==> config.mk <==
export PLATFORM = sky130hd
export DESIGN_NAME = uart_tx_piso
export DESIGN_NICKNAME = d
export VERILOG_FILES = /design/src/rtl/uart_pkg.sv /design/src/rtl/uart_sync_fifo.sv /design/src/rtl/uart_tx_piso.sv
export SDC_FILE = /design/constraint.sdc
export NUM_CORES = 1
export LEC_CHECK = 0
export BUFFER_PORTS_ARGS = -buffer_cell sky130_fd_sc_hd__buf_4
export CORE_MARGIN = 4
export CORE_UTILIZATION = 35
export CTS_CLUSTER_DIAMETER = 30
export DETAILED_ROUTE_END_ITERATION = 10
export PLACE_DENSITY = 0.49
export SLEW_MARGIN = 30
export SYNTH_ARGS = -nofsm -noshare
export SYNTH_HDL_FRONTEND = slang
export SYNTH_SLANG_ARGS = --single-unit
==> constraint.sdc <==
create_clock -name Clk -period 3.5 [get_ports Clk]
set_input_delay 0.175 -clock Clk [delete_from_list [all_inputs] [get_ports Clk]]
set_output_delay 0.175 -clock Clk [all_outputs]
set_load 0.02 [all_outputs]
==> src/rtl/uart_pkg.sv <==
// Shared types and helpers for the buffered UART transmitter.
package uart_pkg;

    // Transmit FSM states.
    typedef enum logic [2:0] {
        ST_IDLE   = 3'd0,
        ST_START  = 3'd1,
        ST_DATA   = 3'd2,
        ST_PARITY = 3'd3,
        ST_STOP   = 3'd4
    } tx_state_e;

    // Parity mode select values on Par_Odd.
    localparam logic PAR_EVEN = 1'b0;
    localparam logic PAR_ODD  = 1'b1;

    // Clock cycles occupied by one frame on the line.
    function automatic int unsigned frame_cycles(
        input int unsigned data_w,
        input int unsigned baud_div,
        input logic        par_en,
        input logic        stop2
    );
        return baud_div * (32'd2 + data_w + 32'(par_en) + 32'(stop2));
    endfunction

endpackage

==> src/rtl/uart_sync_fifo.sv <==
// Circular-buffer FIFO with a count register; pointers wrap naturally.
module uart_sync_fifo #(
    parameter int unsigned WIDTH = 8,
    parameter int unsigned DEPTH = 4
) (
    input  logic             clk,
    input  logic             rst,
    input  logic             push,
    input  logic             pop,
    input  logic [WIDTH-1:0] wr_data,
    output logic [WIDTH-1:0] rd_data,
    output logic             full,
    output logic             empty
);

    localparam int unsigned PTR_W = $clog2(DEPTH);
    localparam int unsigned CNT_W = $clog2(DEPTH + 1);

    logic [WIDTH-1:0] mem_q [DEPTH];
    logic [PTR_W-1:0] wr_ptr_q, wr_ptr_d;
    logic [PTR_W-1:0] rd_ptr_q, rd_ptr_d;
    logic [CNT_W-1:0] count_q, count_d;
    logic             do_push;
    logic             do_pop;

    assign full    = (count_q == CNT_W'(DEPTH));
    assign empty   = (count_q == '0);
    assign rd_data = mem_q[rd_ptr_q];

    // A pop in the same cycle frees a slot, so a push into a full FIFO is legal then.
    always_comb begin
        do_pop   = pop && !empty;
        do_push  = push && (!full || do_pop);
        wr_ptr_d = wr_ptr_q;
        rd_ptr_d = rd_ptr_q;
        count_d  = count_q;
        if (do_push) begin
            wr_ptr_d = wr_ptr_q + PTR_W'(1);
        end
        if (do_pop) begin
            rd_ptr_d = rd_ptr_q + PTR_W'(1);
        end
        case ({do_push, do_pop})
            2'b10:   count_d = count_q + CNT_W'(1);
            2'b01:   count_d = count_q - CNT_W'(1);
            default: count_d = count_q;
        endcase
    end

    // Pointer and count registers.
    always_ff @(posedge clk) begin
        if (rst) begin
            wr_ptr_q <= '0;
            rd_ptr_q <= '0;
            count_q  <= '0;
        end else begin
            wr_ptr_q <= wr_ptr_d;
            rd_ptr_q <= rd_ptr_d;
            count_q  <= count_d;
        end
    end

    // Storage array; contents need no reset since the count guards reads.
    always_ff @(posedge clk) begin
        if (do_push) begin
            mem_q[wr_ptr_q] <= wr_data;
        end
    end

endmodule

==> src/rtl/uart_tx_piso.sv <==
// Buffered UART transmitter: FIFO-fed framer with start, optional parity and 1/2 stop bits.
module uart_tx_piso
    import uart_pkg::*;
#(
    parameter int unsigned DATA_W     = 8,
    parameter int unsigned BAUD_DIV   = 16,
    parameter int unsigned FIFO_DEPTH = 4,
    parameter bit          MSB_FIRST  = 1'b0
) (
    input  logic              Clk,
    input  logic              Rst,
    input  logic [DATA_W-1:0] Tx_Data,
    input  logic              Tx_Valid,
    output logic              Tx_Ready,
    input  logic              Par_En,
    input  logic              Par_Odd,
    input  logic              Stop2,
    input  logic              Clr_Err,
    output logic              Serial_Out,
    output logic              Busy,
    output logic              Tx_Done,
    output logic              Fifo_Empty,
    output logic              Ovf_Err
);

    localparam int unsigned BAUD_W = $clog2(BAUD_DIV);
    localparam int unsigned BIT_W  = $clog2(DATA_W + 1);

    tx_state_e         state_q, state_d;
    logic [BAUD_W-1:0] baud_q, baud_d;
    logic [BIT_W-1:0]  bit_q, bit_d;
    logic [DATA_W-1:0] shreg_q, shreg_d;
    logic [DATA_W-1:0] word_q, word_d;
    logic              par_en_q, par_en_d;
    logic              par_odd_q, par_odd_d;
    logic              stop2_q, stop2_d;
    logic              serial_q, serial_d;
    logic              busy_q, busy_d;
    logic              done_q, done_d;
    logic              ovf_q, ovf_d;

    logic              fifo_push_c;
    logic              fifo_pop_c;
    logic              fifo_full;
    logic              fifo_empty;
    logic [DATA_W-1:0] fifo_rd_data;
    logic              baud_last_c;
    logic              stop_last_c;
    logic              par_bit_c;
    logic              cur_bit_c;

    // Words are queued here; the FSM pops the head at frame start.
    uart_sync_fifo #(
        .WIDTH (DATA_W),
        .DEPTH (FIFO_DEPTH)
    ) u_fifo (
        .clk     (Clk),
        .rst     (Rst),
        .push    (fifo_push_c),
        .pop     (fifo_pop_c),
        .wr_data (Tx_Data),
        .rd_data (fifo_rd_data),
        .full    (fifo_full),
        .empty   (fifo_empty)
    );

    assign Tx_Ready    = !fifo_full || fifo_pop_c;
    assign fifo_push_c = Tx_Valid && Tx_Ready;
    assign Fifo_Empty  = fifo_empty;
    assign Serial_Out  = serial_q;
    assign Busy        = busy_q;
    assign Tx_Done     = done_q;
    assign Ovf_Err     = ovf_q;

    assign baud_last_c = (baud_q == BAUD_W'(BAUD_DIV - 1));
    assign stop_last_c = (bit_q == BIT_W'(stop2_q));

    // Next-state logic, baud/bit counters, shift register and frame config latch.
    always_comb begin
        state_d    = state_q;
        baud_d     = baud_q + BAUD_W'(1);
        bit_d      = bit_q;
        shreg_d    = shreg_q;
        word_d     = word_q;
        par_en_d   = par_en_q;
        par_odd_d  = par_odd_q;
        stop2_d    = stop2_q;
        done_d     = 1'b0;
        fifo_pop_c = 1'b0;

        case (state_q)
            ST_IDLE: begin
                baud_d = '0;
                bit_d  = '0;
                if (!fifo_empty) begin
                    fifo_pop_c = 1'b1;
                    state_d    = ST_START;
                end
            end
            ST_START: begin
                if (baud_last_c) begin
                    state_d = ST_DATA;
                    baud_d  = '0;
                    bit_d   = '0;
                end
            end
            ST_DATA: begin
                if (baud_last_c) begin
                    baud_d  = '0;
                    shreg_d = MSB_FIRST ? (shreg_q << 1) : (shreg_q >> 1);
                    if (bit_q == BIT_W'(DATA_W - 1)) begin
                        bit_d   = '0;
                        state_d = par_en_q ? ST_PARITY : ST_STOP;
                    end else begin
                        bit_d = bit_q + BIT_W'(1);
                    end
                end
            end
            ST_PARITY: begin
                if (baud_last_c) begin
                    state_d = ST_STOP;
                    baud_d  = '0;
                    bit_d   = '0;
                end
            end
            ST_STOP: begin
                // Registered pulse lands in the final cycle of the last stop bit.
                if (stop_last_c && (baud_q == BAUD_W'(BAUD_DIV - 2))) begin
                    done_d = 1'b1;
                end
                if (baud_last_c) begin
                    baud_d = '0;
                    if (stop_last_c) begin
                        bit_d = '0;
                        if (!fifo_empty) begin
                            fifo_pop_c = 1'b1;
                            state_d    = ST_START;
                        end else begin
                            state_d = ST_IDLE;
                        end
                    end else begin
                        bit_d = bit_q + BIT_W'(1);
                    end
                end
            end
            default: begin
                state_d = ST_IDLE;
                baud_d  = '0;
                bit_d   = '0;
            end
        endcase

        // Word and line settings are frozen for the whole frame at pop time.
        if (fifo_pop_c) begin
            shreg_d   = fifo_rd_data;
            word_d    = fifo_rd_data;
            par_en_d  = Par_En;
            par_odd_d = Par_Odd;
            stop2_d   = Stop2;
        end
    end

    // Line level, busy and sticky overflow, all computed one cycle ahead of the flops.
    always_comb begin
        par_bit_c = (^word_q) ^ (par_odd_q == PAR_ODD);
        cur_bit_c = MSB_FIRST ? shreg_d[DATA_W-1] : shreg_d[0];
        serial_d  = 1'b1;
        case (state_d)
            ST_IDLE:   serial_d = 1'b1;
            ST_START:  serial_d = 1'b0;
            ST_DATA:   serial_d = cur_bit_c;
            ST_PARITY: serial_d = par_bit_c;
            default:   serial_d = 1'b1;
        endcase
        busy_d = (state_d != ST_IDLE);
        ovf_d  = ovf_q;
        if (Clr_Err) begin
            ovf_d = 1'b0;
        end
        if (Tx_Valid && !Tx_Ready) begin
            ovf_d = 1'b1;
        end
    end

    // State, datapath and output registers.
    always_ff @(posedge Clk) begin
        if (Rst) begin
            state_q   <= ST_IDLE;
            baud_q    <= '0;
            bit_q     <= '0;
            shreg_q   <= '0;
            word_q    <= '0;
            par_en_q  <= 1'b0;
            par_odd_q <= 1'b0;
            stop2_q   <= 1'b0;
            serial_q  <= 1'b1;
            busy_q    <= 1'b0;
            done_q    <= 1'b0;
            ovf_q     <= 1'b0;
        end else begin
            state_q   <= state_d;
            baud_q    <= baud_d;
            bit_q     <= bit_d;
            shreg_q   <= shreg_d;
            word_q    <= word_d;
            par_en_q  <= par_en_d;
            par_odd_q <= par_odd_d;
            stop2_q   <= stop2_d;
            serial_q  <= serial_d;
            busy_q    <= busy_d;
            done_q    <= done_d;
            ovf_q     <= ovf_d;
        end
    end

endmodule

==> out/qor.csv, run 1 <==
metric,value,unit
peak fanout along the critical path,16,
filler instances,844,
Register Area,1822,µm²
Root Driver,clkbuf_8,
crit path time final,2885,ps
post-synthesis sequential area ratio,57.32,%
status,finished clean,
CORE AREA,8763,µm²
Max Cap Violations,0,
Max Buffers Root-to-Sink,2,
YS warnings,0,
count of flip-flops with a built-in enable after synthesis,32,
Reg power frac,45.0,%
LEAKAGE,1.312,nW
hold_buf cts,7,
CTS H-tree depth,3,
Routed WL,5963,µm
"FFs w/ async S/R, synth",0,%
Adder-Cell Fraction of Synth Area,3.780,%
first-pass GRT wire length,10040,µm
grt total ovfl,0,
total I/O pin count,21,
Crit path arrival time,3170,ps
Die Width,103.3,µm
cts bufs inserted,9,
"count leader, synth",dfxtp_1,
peak supply drop,308.9,µV
"Req. time, crit path",3790,ps
net switching power,0.0008974,W
clock slew at reported path FFs,90,ps
Post-CTS Resized,0,
Final GP Congestion,0.7532,
post-synthesis mux area share,6.614,%
switching share of power,33.92,%
largest family of logic cells by synthesized area,simple AND/OR/NAND/NOR gates,
port bufs,20,
setup TNS,0,ps
vias in the first global route,1973,
internal power,0.001748,W
Syn Area/Cell,11.47,µm²
initial drt markers,71,
placed cells,393,
share of layout cells above drive strength 1,18.51,%
"CP delay by family, top",simple AND/OR/NAND/NOR gates,
Finished Core Util,41.98,%
antenna violations before repair,0,
HPWL Detailed,4052,µm
XOR/XNOR share of the synthesized area,4.134,%
WS Path Type,register to register,
Seq cells post-synth,75,
largest net degree at the start of global routing,40,
most area-consuming cells after synthesis,"edfxtp_1 30%, dfxtp_1 27%, mux4_2 5.7%",
clk_lat worst skew,360,ps
post-synth top area share,30.24,%
Clock power frac,26.4,%
Yosys top cell by area,edfxtp_1,
relative slew slack,55.88,%
Slew Limit Fails,0,
Comb pwr share,28.7,%
post-CTS setup buffers,0,
Row Count,34,
FMAX,0.3467,GHz
CP peak stage delay,420,ps
final setup fails,0,
Avg Vias per Cell,4.880,
n_diodes,0,
Post-Synthesis Cells,277,
area of the multi-input gates,1245,µm²
Post-Synth Simple-Gate Area,15.28,%
total track usage,12.53,%
die area,10670,µm²
final hold viol count,0,
post-synth cell types,52,
worst-margin pin slew,661.8,ps
Synth Cell Area,3178,µm²
worst path cell trace,"or3_4, o31ai_2, nand2_2, inv_4, ha_1, inv_1, fa_1, xor2_1, or3_1, a21oi_1",
Setup crit end kind,register,
critical path's slowest cell,or3_4,
TritonCTS clock tree,done,
routed len/inst,14.33,µm
syn_nets,301,
DR pass1 iterations,4,
CP startpoint kind,register,
power density cells,719.1,nW/µm²
initial core utilization,36.26,%
clock sink total,75,
final antenna-violating net count,0,
RSZ-0062 raised after global routing,no,
die height,103.3,µm
final worst-path cycle share,82.41,%
Post-route DRC,0,
Final #Nets,327,
via count,2030,
buffers and inverters on the worst path,2,
dominant synthesized flop cell,dfxtp_1,
Synth Area in Compound Gates,9.370,%
Post-synth top cells,"43 x dfxtp_1, 38 x nand2_1, 32 x edfxtp_1",
Layout Cells excl Fill,416,
area grow syn2layout,15.75,%
HP Class,primary input to register,
Setup Skew,12.87,ps
==> per-stage QoR <==
stage                     hold WS, ps  worst slack [ps]  area, µm²  power [W]
after floorplan                 273.9             832.8       3178   0.001798
after global placement          379.3             741.1       3403   0.001970
after detailed placement        377.7             614.9       3403   0.001975
after CTS                       4.871             610.9       3679   0.002684
after global routing            9.436             366.0       3679   0.002826
final                           25.42             615.5       3679   0.002645
==> layout by cell type (no fill, tap or decap), types with 2 or more instances in the layout <==
| master | instances |
|---|---|
| edfxtp_1 | 32 |
| nand3_1 | 4 |
| nand3b_1 | 2 |
| inv_6 | 3 |
| mux4_2 | 8 |
| nor2_1 | 19 |
| nand4_1 | 2 |
| and3_1 | 6 |
| buf_4 | 21 |
| a211oi_1 | 2 |
| or2_2 | 2 |
| mux2i_1 | 3 |
| dfxtp_1 | 43 |
| a31oi_1 | 7 |
| nand2_1 | 38 |
| ha_1 | 8 |
| xnor2_1 | 10 |
| clkbuf_8 | 9 |
| nor3_1 | 4 |
| nor2b_1 | 2 |
| xor2_1 | 5 |
| dlygate4sd3_1 | 7 |
| nand2b_1 | 7 |
| inv_1 | 10 |
| a21oi_1 | 18 |
| or3_1 | 2 |
| o21ai_0 | 6 |
==> final timing paths <==
kind / from / endpoint / slack [ps] / cells after the start
worst max-delay path: bit_q[3] / u_fifo.count_q[2] / 620 / 10
worst min register to register: shreg_q[7] / shreg_q[7] / 470 / 2
worst min-delay path: Tx_Data[5] / u_fifo.mem_q[2][5] / 30 / 1
worst max register to register: bit_q[3] / u_fifo.count_q[2] / 620 / 10
==> cell families after synthesis <==
kind of cell	Yosys count
xor+xnor	15
compound gates	46
mux	11
buf+inv	24
flops	75
simple gates	97
fa+ha+maj	9
==> layer usage <==
layer	vias up	global-route usage [%]	routed length, µm
met5	-	0	0
met4	0	5.677	115
met3	9	3.622	231
met2	33	19.73	2752
met1	952	16.00	2864
li1	1036	-	-
==> sequential cells by signal (all words and copies together) (netlist names), named ones only <==
| signal | cells |
|---|---|
| u_fifo.mem_q | 32 |
| par_en_q | 1 |
| bit_q | 4 |
| u_fifo.rd_ptr_q | 2 |
| baud_q | 4 |
| par_odd_q | 1 |
| u_fifo.count_q | 3 |
| word_q | 8 |
| shreg_q | 8 |
| state_q | 3 |
| Tx_Done | 1 |
| Busy | 1 |
| stop2_q | 1 |
| Ovf_Err | 1 |
| u_fifo.wr_ptr_q | 2 |
| Serial_Out | 1 |
==> power groups by stage <==
stage | sequential (W) | combinational [W] | clock [W]
2_1_floorplan | 0.00117 | 0.000633 | 0
3_3_place_gp | 0.00121 | 0.000758 | 0
3_5_place_dp | 0.00121 | 0.000763 | 0
4_1_cts | 0.00119 | 0.000770 | 0.000720
5_1_grt | 0.00122 | 0.000855 | 0.000755
6_report | 0.00119 | 0.000758 | 0.000698
==> cell type report <==
type                       instances  area share, %
clock buffer                       9          3.367
inverter                          11          1.190
tap                              108          3.673
timing repair buffer              28          6.190
multi-input combinational        178          33.84
clock inverter                     7          2.211
sequential                        75          49.52
Note: power is estimated with default switching activity, not from simulation.
==> run 2: changes to the inputs <==
PLACE_DENSITY = 0.51   (was 0.49)
clock period = 2.4 ns   (was 3.5 ns; I/O delays follow)
==> out/qor.csv, run 2 (synthesis gave the netlist of run 1 again) <==
metric,value,unit,change
status,finished clean,,
HPWL Detailed,4004,µm,-1.2%
critical path's slowest cell,or3_4,,
largest net degree at the start of global routing,40,,unchanged
power density cells,1018,nW/µm²,+42%
clock slew at reported path FFs,90,ps,about the same
DR pass1 iterations,4,,unchanged
FMAX,0.4223,GHz,+22%
antenna violations before repair,0,,unchanged
CTS H-tree depth,3,,unchanged
final antenna-violating net count,0,,unchanged
area grow syn2layout,22.24,%,
WS Path Type,register to register,,
most flop-heavy register,u_fifo.mem_q,,
final worst-path cycle share,98.66,%,+16 points
Max Cap Violations,0,,unchanged
CP startpoint kind,register,,
Setup crit end kind,register,,
filler instances,843,,-0.12%
total track usage,12.13,%,-0.39 points
crit path time final,2368,ps,-516.8 ps
peak supply drop,467.7,µV,+51%
"Req. time, crit path",2680,ps,-1110 ps
Register Area,1828,µm²,+0.34%
Max Buffers Root-to-Sink,2,,unchanged
worst path cell trace,"or3_4, o31ai_4, nand2_2, inv_4, ha_4, inv_2, fa_2, xor2_1, or3_1, a21oi_1",,
total I/O pin count,21,,unchanged
Reg2Reg Depth,10,,unchanged
final worst setup slack,32.26,ps,-583.2 ps
CORE AREA,8763,µm²,unchanged
routed len/inst,13.64,µm,-4.9%
"commonest cells after routing, fill and taps aside","38 x dfxtp_1, 38 x nand2_1, 38 x buf_4",,
final hold viol count,0,,unchanged
Setup Skew,10.87,ps,-1.994 ps
via count,2096,,+3.3%
Post-route DRC,0,,unchanged
Largest regs,"u_fifo.mem_q: 32 flops, shreg_q: 8 flops, word_q: 8 flops",,
area of the multi-input gates,1309,µm²,+5.1%
first-pass GRT wire length,9791,µm,-2.5%
cts bufs inserted,9,,unchanged
Final GP Congestion,0.7182,,-4.6%
n_diodes,0,,unchanged
Slew Limit Fails,0,,unchanged
Largest register FFs,32,,unchanged
Die Width,103.3,µm,unchanged
Routed WL,5919,µm,-0.74%
peak fanout along the critical path,5,,-11
Avg Vias per Cell,4.829,,-1.0%
clock sink total,75,,unchanged
initial core utilization,36.26,%,unchanged
clk_lat worst skew,350,ps,about the same
TritonCTS clock tree,done,,
CP peak stage delay,420,ps,about the same
final setup fails,0,,unchanged
RSZ-0062 raised after global routing,yes,,
Final #Nets,345,,+5.5%
Root Driver,clkbuf_8,,
LEAKAGE,1.396,nW,+6.4%
placed cells,408,,+3.8%
initial drt markers,31,,-56%
Row Count,34,,unchanged
port bufs,20,,unchanged
grt total ovfl,0,,unchanged
die height,103.3,µm,unchanged
Crit path arrival time,2650,ps,-520 ps
die area,10670,µm²,unchanged
vias in the first global route,2027,,+2.7%
share of layout cells above drive strength 1,26.69,%,+8.2 points
worst-margin pin slew,598.4,ps,-63.45 ps
setup slack at placement,30.55,ps,-584.4 ps
HP Class,primary input to register,,
hold path depth,3,,+2
Layout Cells excl Fill,434,,+4.3%
relative slew slack,60.11,%,+4.2 points
[run 2: cell count changes in the layout (fill, tap and decap cells not counted), sizes merged]
cell | before | now
dlygate4sd3 | 7 | 8
buf | 21 | 38
clkinvlp | 0 | 2
clkinv | 2 | 0
[run 2: area by class of cell]
class	instances	share of cell area, %
repair buffers	46	9.404
multi-input cells	178	33.69
well taps	108	3.478
flip-flops and latches	75	47.05
inverters	11	1.127
clock buffers	9	3.188
clock inverters	7	2.061
[run 2: power breakdown]
| group | total [W] | internal, W | leakage (nW) | switching, W |
|---|---|---|---|---|
| sequential | 0.00172 | 0.00156 | 0.648 | 0.000157 |
| combinational | 0.00125 | 0.000579 | 0.651 | 0.000668 |
| clock | 0.000991 | 0.000495 | 0.0973 | 0.000496 |
| total | 0.00396 | 0.00264 | 1.40 | 0.00132 |
[run 2: repair_timing]
action | CTS | global route
cloned | 0 | 0
hold buffers | 8 | 0
gates resized for setup | 0 | 3
setup buffers | 0 | 2
setup endpoints to repair | 1 | 2
hold endpoints to repair | 32 | 0
pin swaps | 1 | 3
[run 2: layer usage]
layer	up-vias	routed length (µm)	global-route usage, %
met5	-	0	0
met4	0	89	5.080
met3	8	220	3.488
met2	31	2700	18.45
met1	987	2908	16.28
li1	1070	-	-
[run 2: path summary, 6_finish.rpt]
kind	start	slack, ps	endpoint
min	Par_Odd	20	par_odd_q
min reg2reg	baud_q[0]	460	baud_q[0]
max reg2reg	bit_q[2]	30	u_fifo.count_q[2]
max	bit_q[2]	30	u_fifo.count_q[2]
[run 2: critical path, delay by kind of cell (launching register included)]
family / cells / cell delay, ps
AOI/OAI and AO/OA: 2 / 390
buffers and inverters: 2 / 120
and+or+nand+nor: 3 / 820
DFF: 1 / 330
adders and majority gates: 2 / 490
xor gates and xnor gates: 1 / 160
[run 2: stage by stage]
stage / setup TNS (ps) / total power [W] / utilization, % / hold WS [ps] / instance area, µm²
6_report: 0 / 0.003956 / 44.33 / 18.41 / 3885
5_1_grt: -35.99 / 0.004245 / 44.33 / 17.87 / 3885
4_1_cts: 0 / 0.004007 / 44.10 / 3.315 / 3865
3_5_place_dp: 0 / 0.002988 / 40.86 / 326.3 / 3581
3_3_place_gp: 0 / 0.002976 / 40.86 / 320.5 / 3581
2_1_floorplan: -84.61 / 0.002665 / - / 218.9 / 3243
